--- src/rtl/decodificador_tramas_uart_pkg.sv ---
// Shared types for the UART frame decoder: FSM states, error codes and the default start-of-frame byte.
package paquete_tramas_uart;

  localparam logic [7:0] CABECERA_DEF = 8'hA5;

  typedef enum logic [2:0] {
    BUSCAR_CABECERA,
    LEER_LONGITUD,
    LEER_CARGA,
    LEER_CHECKSUM,
    ENTREGAR
  } estado_t;

  // Exactly one error source can fire per cycle, so a single code feeds all pulses.
  typedef enum logic [2:0] {
    ERR_NINGUNO,
    ERR_CHECKSUM,
    ERR_LONGITUD,
    ERR_TIMEOUT,
    ERR_PERDIDO
  } codigo_error_t;

endpackage

--- src/rtl/decodificador_tramas_uart_if.sv ---
// Byte-in / payload-out bundle between the UART receiver, the frame decoder and the command logic.
interface decodificador_tramas_uart_if #(
  parameter int ANCHO_DATO = 8
);
  logic                  datoValido;
  logic [ANCHO_DATO-1:0] datoRecibido;
  logic                  salidaListo;
  logic                  salidaValido;
  logic [ANCHO_DATO-1:0] salidaDato;
  logic                  salidaUltimo;
  logic                  errorChecksum;
  logic                  errorLongitud;
  logic                  errorTimeout;
  logic                  bytePerdido;
  logic [7:0]            contadorErrores;

  modport master (
    output datoValido, datoRecibido, salidaListo,
    input  salidaValido, salidaDato, salidaUltimo,
    input  errorChecksum, errorLongitud, errorTimeout, bytePerdido, contadorErrores
  );

  modport slave (
    input  datoValido, datoRecibido, salidaListo,
    output salidaValido, salidaDato, salidaUltimo,
    output errorChecksum, errorLongitud, errorTimeout, bytePerdido, contadorErrores
  );
endinterface

--- src/rtl/decodificador_tramas_uart_temporizador.sv ---
// Inter-byte idle timer: counts enabled cycles since the last clear and flags the final allowed cycle.
module temporizador_inactividad #(
  parameter int CICLOS_TIMEOUT = 104170
) (
  input  logic reloj,
  input  logic reinicio,
  input  logic limpiar,
  input  logic habilitar,
  output logic expirado
);
  localparam int ANCHO = $clog2(CICLOS_TIMEOUT);
  localparam logic [ANCHO-1:0] LIMITE = ANCHO'(CICLOS_TIMEOUT - 1);
  localparam logic [ANCHO-1:0] UNO = ANCHO'(1);

  logic [ANCHO-1:0] cuenta_q, cuenta_d;

  // A clear in the expiry cycle suppresses the expiry, so an arriving byte wins.
  always_comb begin
    expirado = habilitar && !limpiar && (cuenta_q == LIMITE);
    cuenta_d = cuenta_q;
    if (limpiar || expirado) begin
      cuenta_d = '0;
    end else if (habilitar) begin
      cuenta_d = cuenta_q + UNO;
    end
  end

  always_ff @(posedge reloj) begin
    if (!reinicio) begin
      cuenta_q <= '0;
    end else begin
      cuenta_q <= cuenta_d;
    end
  end
endmodule

--- src/rtl/decodificador_tramas_uart.sv ---
// Frames received UART bytes as [CABECERA][LEN][payload][CHK], checks them and streams
// the buffered payload downstream with valid/ready/last; bad frames raise error pulses.
module decodificador_tramas_uart
  import paquete_tramas_uart::*;
#(
  parameter int                    ANCHO_DATO     = 8,
  parameter int                    MAX_CARGA      = 16,
  parameter logic [ANCHO_DATO-1:0] CABECERA       = CABECERA_DEF,
  parameter int                    CICLOS_TIMEOUT = 104170
) (
  input logic                      reloj,
  input logic                      reinicio,
  decodificador_tramas_uart_if.slave bus
);
  localparam int ANCHO_IDX = $clog2(MAX_CARGA + 1);
  localparam int ANCHO_PTR = $clog2(MAX_CARGA);
  localparam logic [ANCHO_DATO-1:0] LEN_MAX = ANCHO_DATO'(MAX_CARGA);
  localparam logic [ANCHO_IDX-1:0]  UNO     = ANCHO_IDX'(1);

  estado_t                 estado_q, estado_d;
  codigo_error_t           codigo;
  logic [ANCHO_IDX-1:0]    indice_q, indice_d, longitud_q, longitud_d, siguiente;
  logic [ANCHO_DATO-1:0]   chk_q, chk_d;
  logic [ANCHO_DATO-1:0]   buffer_q [MAX_CARGA];
  logic [ANCHO_DATO-1:0]   buffer_d [MAX_CARGA];
  logic                    valido_q, valido_d, ultimo_q, ultimo_d;
  logic [ANCHO_DATO-1:0]   dato_q, dato_d;
  logic                    err_chk_q, err_chk_d, err_len_q, err_len_d;
  logic                    err_tmo_q, err_tmo_d, perdido_q, perdido_d;
  logic [7:0]              contador_q, contador_d;
  logic                    limpiar, habilitar, expirado;

  // Holding the timer clear while searching means every frame starts its gap count from zero.
  assign limpiar   = bus.datoValido || (estado_q == BUSCAR_CABECERA);
  assign habilitar = (estado_q == LEER_LONGITUD) || (estado_q == LEER_CARGA) ||
                     (estado_q == LEER_CHECKSUM);

  temporizador_inactividad #(.CICLOS_TIMEOUT(CICLOS_TIMEOUT)) u_temporizador (
    .reloj    (reloj),
    .reinicio (reinicio),
    .limpiar  (limpiar),
    .habilitar(habilitar),
    .expirado (expirado)
  );

  always_comb begin
    estado_d   = estado_q;
    indice_d   = indice_q;
    longitud_d = longitud_q;
    chk_d      = chk_q;
    buffer_d   = buffer_q;
    valido_d   = valido_q;
    dato_d     = dato_q;
    ultimo_d   = ultimo_q;
    codigo     = ERR_NINGUNO;
    siguiente  = indice_q + UNO;
    case (estado_q)
      BUSCAR_CABECERA: begin
        if (bus.datoValido && bus.datoRecibido == CABECERA) begin
          estado_d = LEER_LONGITUD;
        end
      end
      LEER_LONGITUD: begin
        if (bus.datoValido) begin
          chk_d = bus.datoRecibido;
          if (bus.datoRecibido == '0 || bus.datoRecibido > LEN_MAX) begin
            codigo   = ERR_LONGITUD;
            estado_d = BUSCAR_CABECERA;
          end else begin
            longitud_d = ANCHO_IDX'(bus.datoRecibido);
            indice_d   = '0;
            estado_d   = LEER_CARGA;
          end
        end else if (expirado) begin
          codigo   = ERR_TIMEOUT;
          estado_d = BUSCAR_CABECERA;
        end
      end
      LEER_CARGA: begin
        if (bus.datoValido) begin
          buffer_d[indice_q[ANCHO_PTR-1:0]] = bus.datoRecibido;
          chk_d = chk_q ^ bus.datoRecibido;
          if (indice_q == longitud_q - UNO) begin
            estado_d = LEER_CHECKSUM;
          end else begin
            indice_d = siguiente;
          end
        end else if (expirado) begin
          codigo   = ERR_TIMEOUT;
          estado_d = BUSCAR_CABECERA;
        end
      end
      LEER_CHECKSUM: begin
        if (bus.datoValido) begin
          if (bus.datoRecibido == chk_q) begin
            estado_d = ENTREGAR;
            indice_d = '0;
            valido_d = 1'b1;
            dato_d   = buffer_q[0];
            ultimo_d = (longitud_q == UNO);
          end else begin
            codigo   = ERR_CHECKSUM;
            estado_d = BUSCAR_CABECERA;
          end
        end else if (expirado) begin
          codigo   = ERR_TIMEOUT;
          estado_d = BUSCAR_CABECERA;
        end
      end
      ENTREGAR: begin
        if (bus.datoValido) begin
          codigo = ERR_PERDIDO;
        end
        if (valido_q && bus.salidaListo) begin
          if (ultimo_q) begin
            valido_d = 1'b0;
            ultimo_d = 1'b0;
            dato_d   = '0;
            estado_d = BUSCAR_CABECERA;
          end else begin
            indice_d = siguiente;
            dato_d   = buffer_q[siguiente[ANCHO_PTR-1:0]];
            ultimo_d = (siguiente == longitud_q - UNO);
          end
        end
      end
      default: estado_d = BUSCAR_CABECERA;
    endcase
    err_chk_d  = (codigo == ERR_CHECKSUM);
    err_len_d  = (codigo == ERR_LONGITUD);
    err_tmo_d  = (codigo == ERR_TIMEOUT);
    perdido_d  = (codigo == ERR_PERDIDO);
    contador_d = contador_q;
    if (codigo != ERR_NINGUNO && contador_q != 8'hFF) begin
      contador_d = contador_q + 8'd1;
    end
  end

  always_ff @(posedge reloj) begin
    if (!reinicio) begin
      estado_q   <= BUSCAR_CABECERA;
      indice_q   <= '0;
      longitud_q <= '0;
      chk_q      <= '0;
      valido_q   <= 1'b0;
      dato_q     <= '0;
      ultimo_q   <= 1'b0;
      err_chk_q  <= 1'b0;
      err_len_q  <= 1'b0;
      err_tmo_q  <= 1'b0;
      perdido_q  <= 1'b0;
      contador_q <= '0;
    end else begin
      estado_q   <= estado_d;
      indice_q   <= indice_d;
      longitud_q <= longitud_d;
      chk_q      <= chk_d;
      valido_q   <= valido_d;
      dato_q     <= dato_d;
      ultimo_q   <= ultimo_d;
      err_chk_q  <= err_chk_d;
      err_len_q  <= err_len_d;
      err_tmo_q  <= err_tmo_d;
      perdido_q  <= perdido_d;
      contador_q <= contador_d;
    end
  end

  // Payload storage needs no reset: it is only read after a full frame has been written.
  always_ff @(posedge reloj) begin
    buffer_q <= buffer_d;
  end

  assign bus.salidaValido    = valido_q;
  assign bus.salidaDato      = dato_q;
  assign bus.salidaUltimo    = ultimo_q;
  assign bus.errorChecksum   = err_chk_q;
  assign bus.errorLongitud   = err_len_q;
  assign bus.errorTimeout    = err_tmo_q;
  assign bus.bytePerdido     = perdido_q;
  assign bus.contadorErrores = contador_q;
endmodule
--- src/flat_wrapper.sv ---
// flat-port wrapper written by rule: the top's interface ports become plain ports
module decodificador_tramas_uart_flat import paquete_tramas_uart::*;
#(
  parameter int                    ANCHO_DATO     = 8,
  parameter int                    MAX_CARGA      = 16,
  parameter logic [ANCHO_DATO-1:0] CABECERA       = CABECERA_DEF,
  parameter int                    CICLOS_TIMEOUT = 104170
)
  (reloj, reinicio, bus_datoValido, bus_datoRecibido, bus_salidaListo, bus_salidaValido, bus_salidaDato, bus_salidaUltimo, bus_errorChecksum, bus_errorLongitud, bus_errorTimeout, bus_bytePerdido, bus_contadorErrores);
  decodificador_tramas_uart_if #(.ANCHO_DATO(ANCHO_DATO)) bus_i ();
  input logic reloj;
  input logic reinicio;
  input wire logic [$bits(bus_i.datoValido)-1:0] bus_datoValido;
  input wire logic [$bits(bus_i.datoRecibido)-1:0] bus_datoRecibido;
  input wire logic [$bits(bus_i.salidaListo)-1:0] bus_salidaListo;
  output wire logic [$bits(bus_i.salidaValido)-1:0] bus_salidaValido;
  output wire logic [$bits(bus_i.salidaDato)-1:0] bus_salidaDato;
  output wire logic [$bits(bus_i.salidaUltimo)-1:0] bus_salidaUltimo;
  output wire logic [$bits(bus_i.errorChecksum)-1:0] bus_errorChecksum;
  output wire logic [$bits(bus_i.errorLongitud)-1:0] bus_errorLongitud;
  output wire logic [$bits(bus_i.errorTimeout)-1:0] bus_errorTimeout;
  output wire logic [$bits(bus_i.bytePerdido)-1:0] bus_bytePerdido;
  output wire logic [$bits(bus_i.contadorErrores)-1:0] bus_contadorErrores;
  assign bus_i.datoValido = bus_datoValido;
  assign bus_i.datoRecibido = bus_datoRecibido;
  assign bus_i.salidaListo = bus_salidaListo;
  assign bus_salidaValido = bus_i.salidaValido;
  assign bus_salidaDato = bus_i.salidaDato;
  assign bus_salidaUltimo = bus_i.salidaUltimo;
  assign bus_errorChecksum = bus_i.errorChecksum;
  assign bus_errorLongitud = bus_i.errorLongitud;
  assign bus_errorTimeout = bus_i.errorTimeout;
  assign bus_bytePerdido = bus_i.bytePerdido;
  assign bus_contadorErrores = bus_i.contadorErrores;
  decodificador_tramas_uart #(.ANCHO_DATO(ANCHO_DATO), .MAX_CARGA(MAX_CARGA), .CABECERA(CABECERA), .CICLOS_TIMEOUT(CICLOS_TIMEOUT)) u_core (.reloj(reloj), .reinicio(reinicio), .bus(bus_i));
endmodule
--- config.mk ---
export PLATFORM = sky130hd
export DESIGN_NAME = decodificador_tramas_uart_flat
export DESIGN_NICKNAME = d
export VERILOG_FILES = /design/src/rtl/decodificador_tramas_uart_pkg.sv /design/src/rtl/decodificador_tramas_uart_if.sv /design/src/rtl/decodificador_tramas_uart_temporizador.sv /design/src/rtl/decodificador_tramas_uart.sv /design/src/flat_wrapper.sv
export SDC_FILE = /design/constraint.sdc
export NUM_CORES = 1
export LEC_CHECK = 0
export BUFFER_PORTS_ARGS = -buffer_cell sky130_fd_sc_hd__clkbuf_2
export CORE_UTILIZATION = 65
export CTS_BUF_LIST = sky130_fd_sc_hd__clkbuf_16
export DETAILED_ROUTE_END_ITERATION = 6
export PLACE_DENSITY = 0.88
export SYNTH_ARGS = -nofsm -noshare
export SYNTH_HDL_FRONTEND = slang
export SYNTH_SLANG_ARGS = --single-unit
--- constraint.sdc ---
create_clock -name reloj -period 6.45 [get_ports reloj]
set_clock_uncertainty 0.2 [all_clocks]
set_input_delay 1.29 -clock reloj [delete_from_list [all_inputs] [get_ports reloj]]
set_output_delay 1.29 -clock reloj [all_outputs]
set_load 0.01 [all_outputs]
==> results.yml, run 1 <==
clocking:
  path_clk_slew_ps: 70
  numCtsBuffers: 17
  cts_tree: "built"
  clock_latency_ps: 440
  cts-root-buf: "clkbuf_16"
  clock-sinks: 188
  ctsResizeCount: 0
  hold_buffers: 0
  cts_setup_buffers: 0
  clock_path_buffers: 2
  htree_levels: 4
drt:
  route.detailed.drc: 0
  avgRoutedWirePerCell_um: 22.9
  routed_wl_mm: 19.7
  drtIter0Drc: 873
  viasPerCell: 6.53
  drt_pass1_iterations: 7
  ant_nets: 0
  dr_total_vias: 5612
floorplanning:
  die_h_um: 115
  io_pins: 34
  die_x_um: 115
  die_area_um2: 13300
  rows: 41
  start_util: 0.664
  design.core.area_um2: 12600
layout:
  num-fill-cells: 775
  fin_util: 0.734
  fin_nets: 695
  n_antenna_cell: 0
  drive_gt1_frac: 0.162
  area_delta_synth_final_pct: 10.5
  fin_area_um2: 9220
global_routing:
  antenna_found_initial: 0
  grt_pass1_vias: 5477
  gr-total-overflow: 0
  grt_usage: 0.320
  grt_pass1_wl_mm: 30.3
  grt_max_degree: 54
critical_path:
  cpMaxStageDelayCell: "o22ai_1"
  path_cells: "clkbuf_2 > xor2_1 > nor4_1 > nand2_1 > o22ai_1 > a21boi_0 > o21a_1"
  cp_slowest_stage_delay_ps: 950
  crit_type: "input port to register"
  startpoint_type: "input port"
  cp_max_fo: 22
  cp_num_buf_inv: 1
  crit_required_ps: 6580
  worstPathArrival_ps: 3880
  r2r_slack_ps: 2830
  crit_path_end_kind: "register"
  cpLargestDelayFamily: "compound AO/OA/AOI/OAI gates"
sta:
  hold_viol: 0
  max_slew_margin: 0.154
  rsz0062_at_grt: "false"
  final_max_slew_viol_count: 0
  fmax_ghz: 0.267
  tns_ps: 0
  min_period_ps: 3750
  fin_crit_sh: 0.582
  tightest_slew_ps: 1260
  setup_violations: 0
yosys:
  synth.ff_latch_count: 188
  ys_seq_area_frac: 0.604
  synth_fp_nets: 673
  synth.distinct_cells: 58
  syn_area_um2: 8350
  synth_cells: 652
  synth_edf_count: 128
  async_flop_share: 0
  synthFlopType: "edfxtp_1"
  syn_area_per_cell_um2: 12.8
  ys_warn_count: 0
pwr:
  p_leak_nw: 3.10
  power.total_mw: 2.38
  power_density_nw_per_um2: 258
  ir_drop_uv: 226
placement:
  dp_hpwl_mm: 12.1
  placed_cell_area_um2: 8620
  numPortBuffers: 33
  gp_congestion: 0.893
worst_hold_path:
  hp-class: "register to register"
flow_run:
  drv_cap: 0
outcome:
  status: "finished clean"
-- power breakdown --
group / internal [mW] / switching [mW] / total [mW]
combinational: 0.00836 / 0.0273 / 0.0356
sequential: 1.28 / 0.000447 / 1.29
clock: 0.610 / 0.451 / 1.06
total: 1.90 / 0.479 / 2.38
-- cells by family after synthesis --
| family | count (synthesis) | share of synthesized area |
|---|---|---|
| AND/OR/NAND/NOR | 236 | 0.139 |
| flip-flops | 188 | 0.604 |
| AO/OA/AOI/OAI | 89 | 0.0756 |
| multiplexers | 47 | 0.104 |
| buffers and inverters | 43 | 0.0211 |
| XOR/XNOR | 40 | 0.0420 |
| adder cells (fa/ha/maj) | 9 | 0.0135 |
-- path summary, 6_finish.rpt --
path,from,to,depth (start not counted)
setup reg to reg,u_core.indice_q[0]$_SDFFE_PN0P_,u_core.bus.salidaDato[6]$_SDFFE_PN0P_,8
setup / recovery,bus_datoRecibido[6],u_core.bus.salidaValido$_SDFFE_PN0P_,7
hold / removal,u_core.indice_q[4]$_SDFFE_PN0P_,u_core.indice_q[4]$_SDFFE_PN0P_,2
hold reg to reg,u_core.indice_q[4]$_SDFFE_PN0P_,u_core.indice_q[4]$_SDFFE_PN0P_,2
-- cell usage after synthesis, types with 5 or more instances --
library cell	count	share of area
xnor2_1	18	0.019
clkbuf_1	20	0.0090
nand4_1	7	0.0052
nand2b_1	10	0.0075
o21ai_0	27	0.016
nand3_1	32	0.019
a21boi_1	5	0.0045
nor4_1	6	0.0045
a21boi_0	8	0.0072
nand2_1	81	0.036
xor2_1	22	0.023
and3_1	13	0.0097
dfxtp_1	60	0.14
a21oi_1	18	0.011
mux2i_1	14	0.017
and2_1	9	0.0067
mux4_2	32	0.086
a32oi_1	9	0.0094
edfxtp_1	128	0.46
buf_2	6	0.0036
nor3_1	7	0.0042
nor2_1	43	0.019
ha_1	9	0.013
nor2b_1	9	0.0067
inv_1	12	0.0054
-- cell type report --
cell class | instances | area, um2 | area share
multi-input cells | 421 | 3140 | 0.341
clock inverters | 15 | 173 | 0.0187
flip-flops and latches | 188 | 5050 | 0.547
well taps | 172 | 215 | 0.0233
clock buffers | 17 | 425 | 0.0461
inverters | 12 | 45.0 | 0.00489
repair buffers | 34 | 173 | 0.0187
-- layout by cell type, fill, tap and decap left out, types with 13 or more instances in the layout --
cell / instances
edfxtp_1: 128
nand2_1: 81
dfxtp_1: 59
nor2_1: 43
clkbuf_2: 33
nand3_1: 32
mux4_2: 32
o21ai_0: 27
xor2_1: 21
a21oi_1: 18
xnor2_1: 17
clkbuf_16: 17
mux2i_1: 14
inv_1: 13
and3_1: 13
-- worst min-delay path, stage by stage (launching register included) --
cell	delay, ps
dfxtp_1	330
nand2_1	60
o22ai_1	70
-- sequential cells by signal, summed over array words and instances, names as in the netlist --
| signal | cells |
|---|---|
| u_core.bus.bytePerdido | 1 |
| u_core.chk_q | 8 |
| u_core.longitud_q | 5 |
| u_core.u_temporizador.cuenta_q | 17 |
| u_core.indice_q | 5 |
| u_core.estado_q | 3 |
| u_core.bus.errorLongitud | 1 |
| u_core.bus.salidaDato | 8 |
| u_core.bus.salidaValido | 1 |
| u_core.bus.contadorErrores | 8 |
| u_core.bus.errorChecksum | 1 |
| u_core.buffer_q | 128 |
| u_core.bus.errorTimeout | 1 |
| u_core.bus.salidaUltimo | 1 |
-- through the flow --
step | setup slack (ps) | hold WS, ps | cells
after floorplan | 3430 | 267 | 652
after global placement | 2480 | 273 | 827
after detailed placement | 2290 | 293 | 827
after CTS | 2760 | 306 | 859
after global routing | 2430 | 324 | 859
final | 2700 | 304 | 859
-- routing by layer --
metal | vias up | track usage | part of all wire
li1 | 2465 | - | -
met1 | 2760 | 0.421 | 0.39
met2 | 333 | 0.509 | 0.49
met3 | 54 | 0.0759 | 0.085
met4 | 0 | 0.151 | 0.037
met5 | - | 0 | 0
(Power assumes the default switching activity.)
==> inputs of run 2 (changes only) <==
ABC_AREA = 1   (was not set)
CORE_UTILIZATION = 62   (was 65)
PLACE_DENSITY = 0.85   (was 0.88)
clock period = 3.56 ns   (was 6.45 ns; I/O delays follow)
==> results.yml, run 2 <==
outcome:
  status: "complete, but fails checks"
  violations: "DRC"
sta:
  hold_viol: 0
  max_slew_margin: 0.317
  min_period_ps: 2720
  fin_crit_sh: 0.765
  rsz0062_at_grt: "false"
  fmax_ghz: 0.367
  tns_ps: 0
  setup_violations: 0
  setup_ws_ps: 837
  final_max_slew_viol_count: 0
  tightest_slew_ps: 1020
placement:
  numPortBuffers: 33
  dp_hpwl_mm: 13.6
  gp_congestion: 0.906
  place_ws_ps: 716
  placed_cell_area_um2: 9020
  dp_cells: 1098
layout:
  final_cell_mix: "172 x nor2_1, 128 x edfxtp_1, 120 x nand2_1"
  area_delta_synth_final_pct: 11.9
  multiInputGateArea_um2: 3180
  fin_cells: 1130
  largest_reg_flops: 128
  drive_gt1_frac: 0.138
  fin_area_um2: 9610
  ff_latch_area_um2: 5050
  fin_nets: 962
  layout_commonest_cell: "nor2_1"
  num-fill-cells: 925
  largest_register: "u_core.buffer_q"
  n_antenna_cell: 0
  largestRegisters: "u_core.buffer_q: 128 flops, u_core.u_temporizador.cuenta_q: 17 flops"
global_routing:
  gr-total-overflow: 0
  antenna_found_initial: 0
  grt_usage: 0.312
  grt_pass1_wl_mm: 33.5
  grt_max_degree: 67
  grt_pass1_vias: 6399
drt:
  viasPerCell: 6.16
  drt_pass1_iterations: 7
  routed_wl_mm: 21.5
  drtIter0Drc: 992
  route.detailed.drc: 3
  avgRoutedWirePerCell_um: 19.0
  ant_nets: 0
  dr_total_vias: 6963
yosys:
  ys_top_cells_by_area: "edfxtp_1 45%, dfxtp_1 14%, nor2_1 7.5%"
  ys_seq_area_frac: 0.587
  syn_area_per_cell_um2: 9.56
  synth_top_cell_area_share: 0.447
  synthFlopType: "edfxtp_1"
  synth.ff_latch_count: 188
  synthTopCellsByCount: "172 x nor2_1, 128 x edfxtp_1, 120 x nand2_1"
  synth_edf_count: 128
  synth_fp_nets: 920
  synth.largest_area_cell: "edfxtp_1"
  synth.distinct_cells: 43
  async_flop_share: 0
  ys_warn_count: 0
  yosysMostFrequentCell: "nor2_1"
  syn_area_um2: 8590
  synth_cells: 899
clocking:
  cts_tree: "built"
  clock-sinks: 188
  clock_path_buffers: 2
  path_clk_slew_ps: 60
  cts_setup_buffers: 0
  htree_levels: 4
  hold_buffers: 0
  ctsResizeCount: 0
  numCtsBuffers: 17
  cts-root-buf: "clkbuf_16"
  clock_latency_ps: 440
critical_path:
  cpLargestDelayFamily: "simple AND/OR/NAND/NOR gates"
  cp_num_buf_inv: 1
  cp_max_fo: 66
  worstPathArrival_ps: 2580
  crit_path_end_kind: "register"
  crit_type: "register to register"
  cp_slowest_stage_delay_ps: 790
  startpoint_type: "register"
  cp.depth: 4
  crit_required_ps: 3420
  path_cells: "buf_4 > ha_1 > nand2_1 > nor2_1"
  reg2reg_depth: 4
  cpMaxStageDelayCell: "nor2_1"
floorplanning:
  design.core.area_um2: 13400
  die_area_um2: 14300
  rows: 42
  die_h_um: 120
  io_pins: 34
  die_x_um: 120
  start_util: 0.641
pwr:
  intPower_mw: 3.78
  seqPwrFrac: 0.461
  p_leak_nw: 3.39
  ir_drop_uv: 375
  power_density_nw_per_um2: 555
  switching_share: 0.291
  combPwrFrac: 0.177
  p_switching_mw: 1.56
  clkPwrFrac: 0.362
worst_hold_path:
  holdPathStages: 2
  hp-class: "register to register"
flow_run:
  drv_cap: 0
[run 2: cell count changes after synthesis, moves of 10 or more]
cell | before | now
a21oi_1 | 18 | 31
a211oi_1 | 1 | 17
xnor2_1 | 18 | 7
inv_1 | 12 | 48
o21ai_0 | 27 | 78
nand3_1 | 32 | 65
inv_2 | 0 | 10
mux2i_1 | 14 | 0
nor2_1 | 43 | 172
nand2b_1 | 10 | 0
and3_1 | 13 | 1
nand2_1 | 81 | 120
mux4_2 | 32 | 0
o211ai_1 | 0 | 28
[run 2: worst paths after layout]
| check | from | endpoint | slack [ps] |
|---|---|---|---|
| worst max-delay path | u_core.indice_q[0]$_SDFFE_PN0P_ | u_core.buffer_q[115]$_DFFE_PP_ | 840 |
| worst min-delay path | u_core.u_temporizador.cuenta_q[7]$_SDFFE_PP0P_ | u_core.u_temporizador.cuenta_q[7]$_SDFFE_PP0P_ | 280 |
| worst max register to register | u_core.indice_q[0]$_SDFFE_PN0P_ | u_core.buffer_q[115]$_DFFE_PP_ | 840 |
| worst min register to register | u_core.u_temporizador.cuenta_q[7]$_SDFFE_PP0P_ | u_core.u_temporizador.cuenta_q[7]$_SDFFE_PP0P_ | 280 |
[run 2: cells by family (layout without fill, tap and decap cells)]
group,after synthesis,in the layout,synth area share
fa+ha+maj,9,9,0.0131
buf+inv,94,149,0.0434
compound gates,173,173,0.119
simple gates,414,414,0.214
flops,188,188,0.587
xor+xnor,21,21,0.0236
[run 2: through the flow]
step | hold slack (ps) | total power [mW] | util
2_1_floorplan | 238 | 3.16 | -
3_3_place_gp | 248 | 3.39 | 0.673
3_5_place_dp | 260 | 3.42 | 0.673
4_1_cts | 270 | 5.32 | 0.717
5_1_grt | 284 | 5.52 | 0.717
6_report | 280 | 5.34 | 0.717
[run 2: final cells by class]
type | instances | share of cell area
Clock buffer | 17 | 0.0443
Clock inverter | 15 | 0.0178
Inverter | 59 | 0.0230
Multi-Input combinational cell | 617 | 0.330
Sequential cell | 188 | 0.525
Tap cell | 176 | 0.0229
Timing Repair Buffer | 58 | 0.0367
[run 2: routing by layer]
metal,global-route usage,part of all wire
met5,0,0
met4,0.130,0.029
met3,0.0699,0.10
met2,0.487,0.47
met1,0.422,0.40
[run 2: power groups by stage]
stage               registers (mW)  logic (mW)  clock network (mW)
floorplan                     2.51       0.646                   0
global placement              2.51       0.887                   0
detailed placement            2.51       0.917                   0
CTS                           2.46       0.927                1.93
global route                  2.47        1.03                2.02
finish                        2.46       0.942                1.93
[run 2: worst reg2reg max path, stage by stage (launching register included)]
cell     delay [ps]
dfxtp_2         410
buf_4           590
ha_1            260
nand2_1          90
nor2_1          790
==> inputs of run 3 (changes only) <==
ABC_AREA = 0   (was 1)
CORE_UTILIZATION = 55   (was 62)
PLACE_DENSITY = 0.8   (was 0.85)
clock period = 2.45 ns   (was 3.56 ns; I/O delays follow)
==> results.yml, run 3 (synthesis results as in run 1) <==
global_routing:
  grt_max_degree: 33
  grt_pass1_wl_mm: 30.4
  antenna_found_initial: 0
  gr-total-overflow: 0
  grt_usage: 0.256
  grt_pass1_vias: 5768
clocking:
  numCtsBuffers: 17
  path_clk_slew_ps: 70
  clock_path_buffers: 2
  hold_buffers: 0
  cts_tree: "built"
  clock_latency_ps: 430
  clock-sinks: 188
  cts-root-buf: "clkbuf_16"
  htree_levels: 4
layout:
  area_delta_synth_final_pct: 15.4
  drive_gt1_frac: 0.232
  largestRegisters: "u_core.buffer_q: 128 flops, u_core.u_temporizador.cuenta_q: 17 flops"
  n_antenna_cell: 0
  layout_commonest_cell: "edfxtp_1"
  final_cell_mix: "128 x edfxtp_1, 81 x nand2_1, 59 x dfxtp_1"
  fin_area_um2: 9630
  fin_cells: 925
  largest_register: "u_core.buffer_q"
  fin_nets: 749
  largest_reg_flops: 128
pwr:
  power.total_mw: 6.01
  p_leak_nw: 3.36
  seqPwrFrac: 0.563
  intPower_mw: 4.80
  combPwrFrac: 0.022
  p_switching_mw: 1.21
  power_density_nw_per_um2: 624
  switching_share: 0.202
  ir_drop_uv: 525
  clkPwrFrac: 0.415
sta:
  fmax_ghz: 0.423
  fin_crit_sh: 0.965
  whs_ps: 217
  setup_ws_ps: 85.6
  setup_violations: 0
  max_slew_margin: 0.524
  hold_viol: 0
  min_period_ps: 2360
  tightest_slew_ps: 712
  final_max_slew_viol_count: 0
critical_path:
  path_cells: "or4_1 > or4_4 > o22ai_4 > a22oi_4 > a21oi_1 > mux2i_1"
  cp_max_fo: 7
  startpoint_type: "register"
  worstPathArrival_ps: 2530
  crit_required_ps: 2610
  reg2reg_depth: 6
  crit_path_end_kind: "register"
  cpMaxStageDelayCell: "or4_1"
  cp_slowest_stage_delay_ps: 520
  crit_type: "register to register"
worst_hold_path:
  holdPathStages: 1
  hp-class: "input port to register"
placement:
  place_ws_ps: -78.6
  numPortBuffers: 33
  dp_hpwl_mm: 13.0
  gp_congestion: 0.836
  placed_cell_area_um2: 9040
  dp_cells: 892
drt:
  ant_nets: 0
  routed_wl_mm: 19.1
  drt_pass1_iterations: 7
  route.detailed.drc: 4
  drtIter0Drc: 621
  viasPerCell: 6.19
  avgRoutedWirePerCell_um: 20.6
  dr_total_vias: 5727
floorplanning:
  die_h_um: 125
  io_pins: 34
  start_util: 0.570
  die_x_um: 125
  design.core.area_um2: 14600
  die_area_um2: 15700
  rows: 44
outcome:
  violations: "DRC"
  status: "complete, but fails checks"
flow_run:
  drv_cap: 0
-- run 3: cell count changes in the layout (fill, tap and decap cells not counted), moves of 14 or more --
cell      delta
a211oi_1    -16
a21oi_1     -14
buf_4       +28
inv_1       -34
mux2i_1     +14
mux4_2      +32
nand2_1     -39
nand3_1     -33
nor2_1     -129
o211ai_1    -28
o21ai_0     -51
-- run 3: what timing repair did --
action,CTS,global route
resized for setup,0,18
endpoints found under the setup margin,0,91
setup buffers,0,1
-- run 3: path summary, 6_finish.rpt --
path | startpoint | endpoint | slack [ps]
worst min-delay path | bus_datoRecibido[7] | u_core.buffer_q[79]$_DFFE_PP_ | 220
worst max-delay path | u_core.u_temporizador.cuenta_q[11]$_SDFFE_PP0P_ | u_core.bus.contadorErrores[3]$_SDFFE_PN0P_ | 90
worst max register to register | u_core.u_temporizador.cuenta_q[11]$_SDFFE_PP0P_ | u_core.bus.contadorErrores[3]$_SDFFE_PN0P_ | 90
worst min register to register | u_core.bus.contadorErrores[4]$_SDFFE_PN0P_ | u_core.bus.contadorErrores[4]$_SDFFE_PN0P_ | 310
-- run 3: power groups by stage --
stage	Clock (mW)	Combinational (mW)	Sequential (mW)
after global placement	0	0.123	3.45
after detailed placement	0	0.129	3.45
after global routing	2.65	0.140	3.38
after floorplan	0	0.0371	3.45
after CTS	2.52	0.130	3.38
final	2.50	0.132	3.38
-- run 3: critical path, delay by kind of cell, from the launching register on --
kind               cells  cell delay [ps]
muxes                  1              200
DFF                    1              330
AOI/OAI and AO/OA      3              570
and+or+nand+nor        2             1000
-- run 3: area by class of cell --
class / instances / area (um2)
flip-flops and latches: 188 / 5050
fillers: 981 / 5010
multi-input cells: 421 / 3170
repair buffers: 88 / 603
clock buffers: 17 / 425
well taps: 184 / 230
clock inverters: 15 / 109
inverters: 12 / 45.0
-- run 3: metal layers --
metal | up-vias | part of all wire | global-route usage
met5 | - | 0 | 0
met4 | 0 | 0.035 | 0.134
met3 | 53 | 0.059 | 0.0454
li1 | 2573 | - | -
met1 | 2859 | 0.40 | 0.315
met2 | 242 | 0.50 | 0.434
-- run 3: stage by stage --
stage / util / setup TNS [ps]
floorplan: - / 0
global placement: 0.617 / -567
detailed placement: 0.617 / -450
CTS: 0.654 / 0
global route: 0.658 / -736
finish: 0.658 / 0
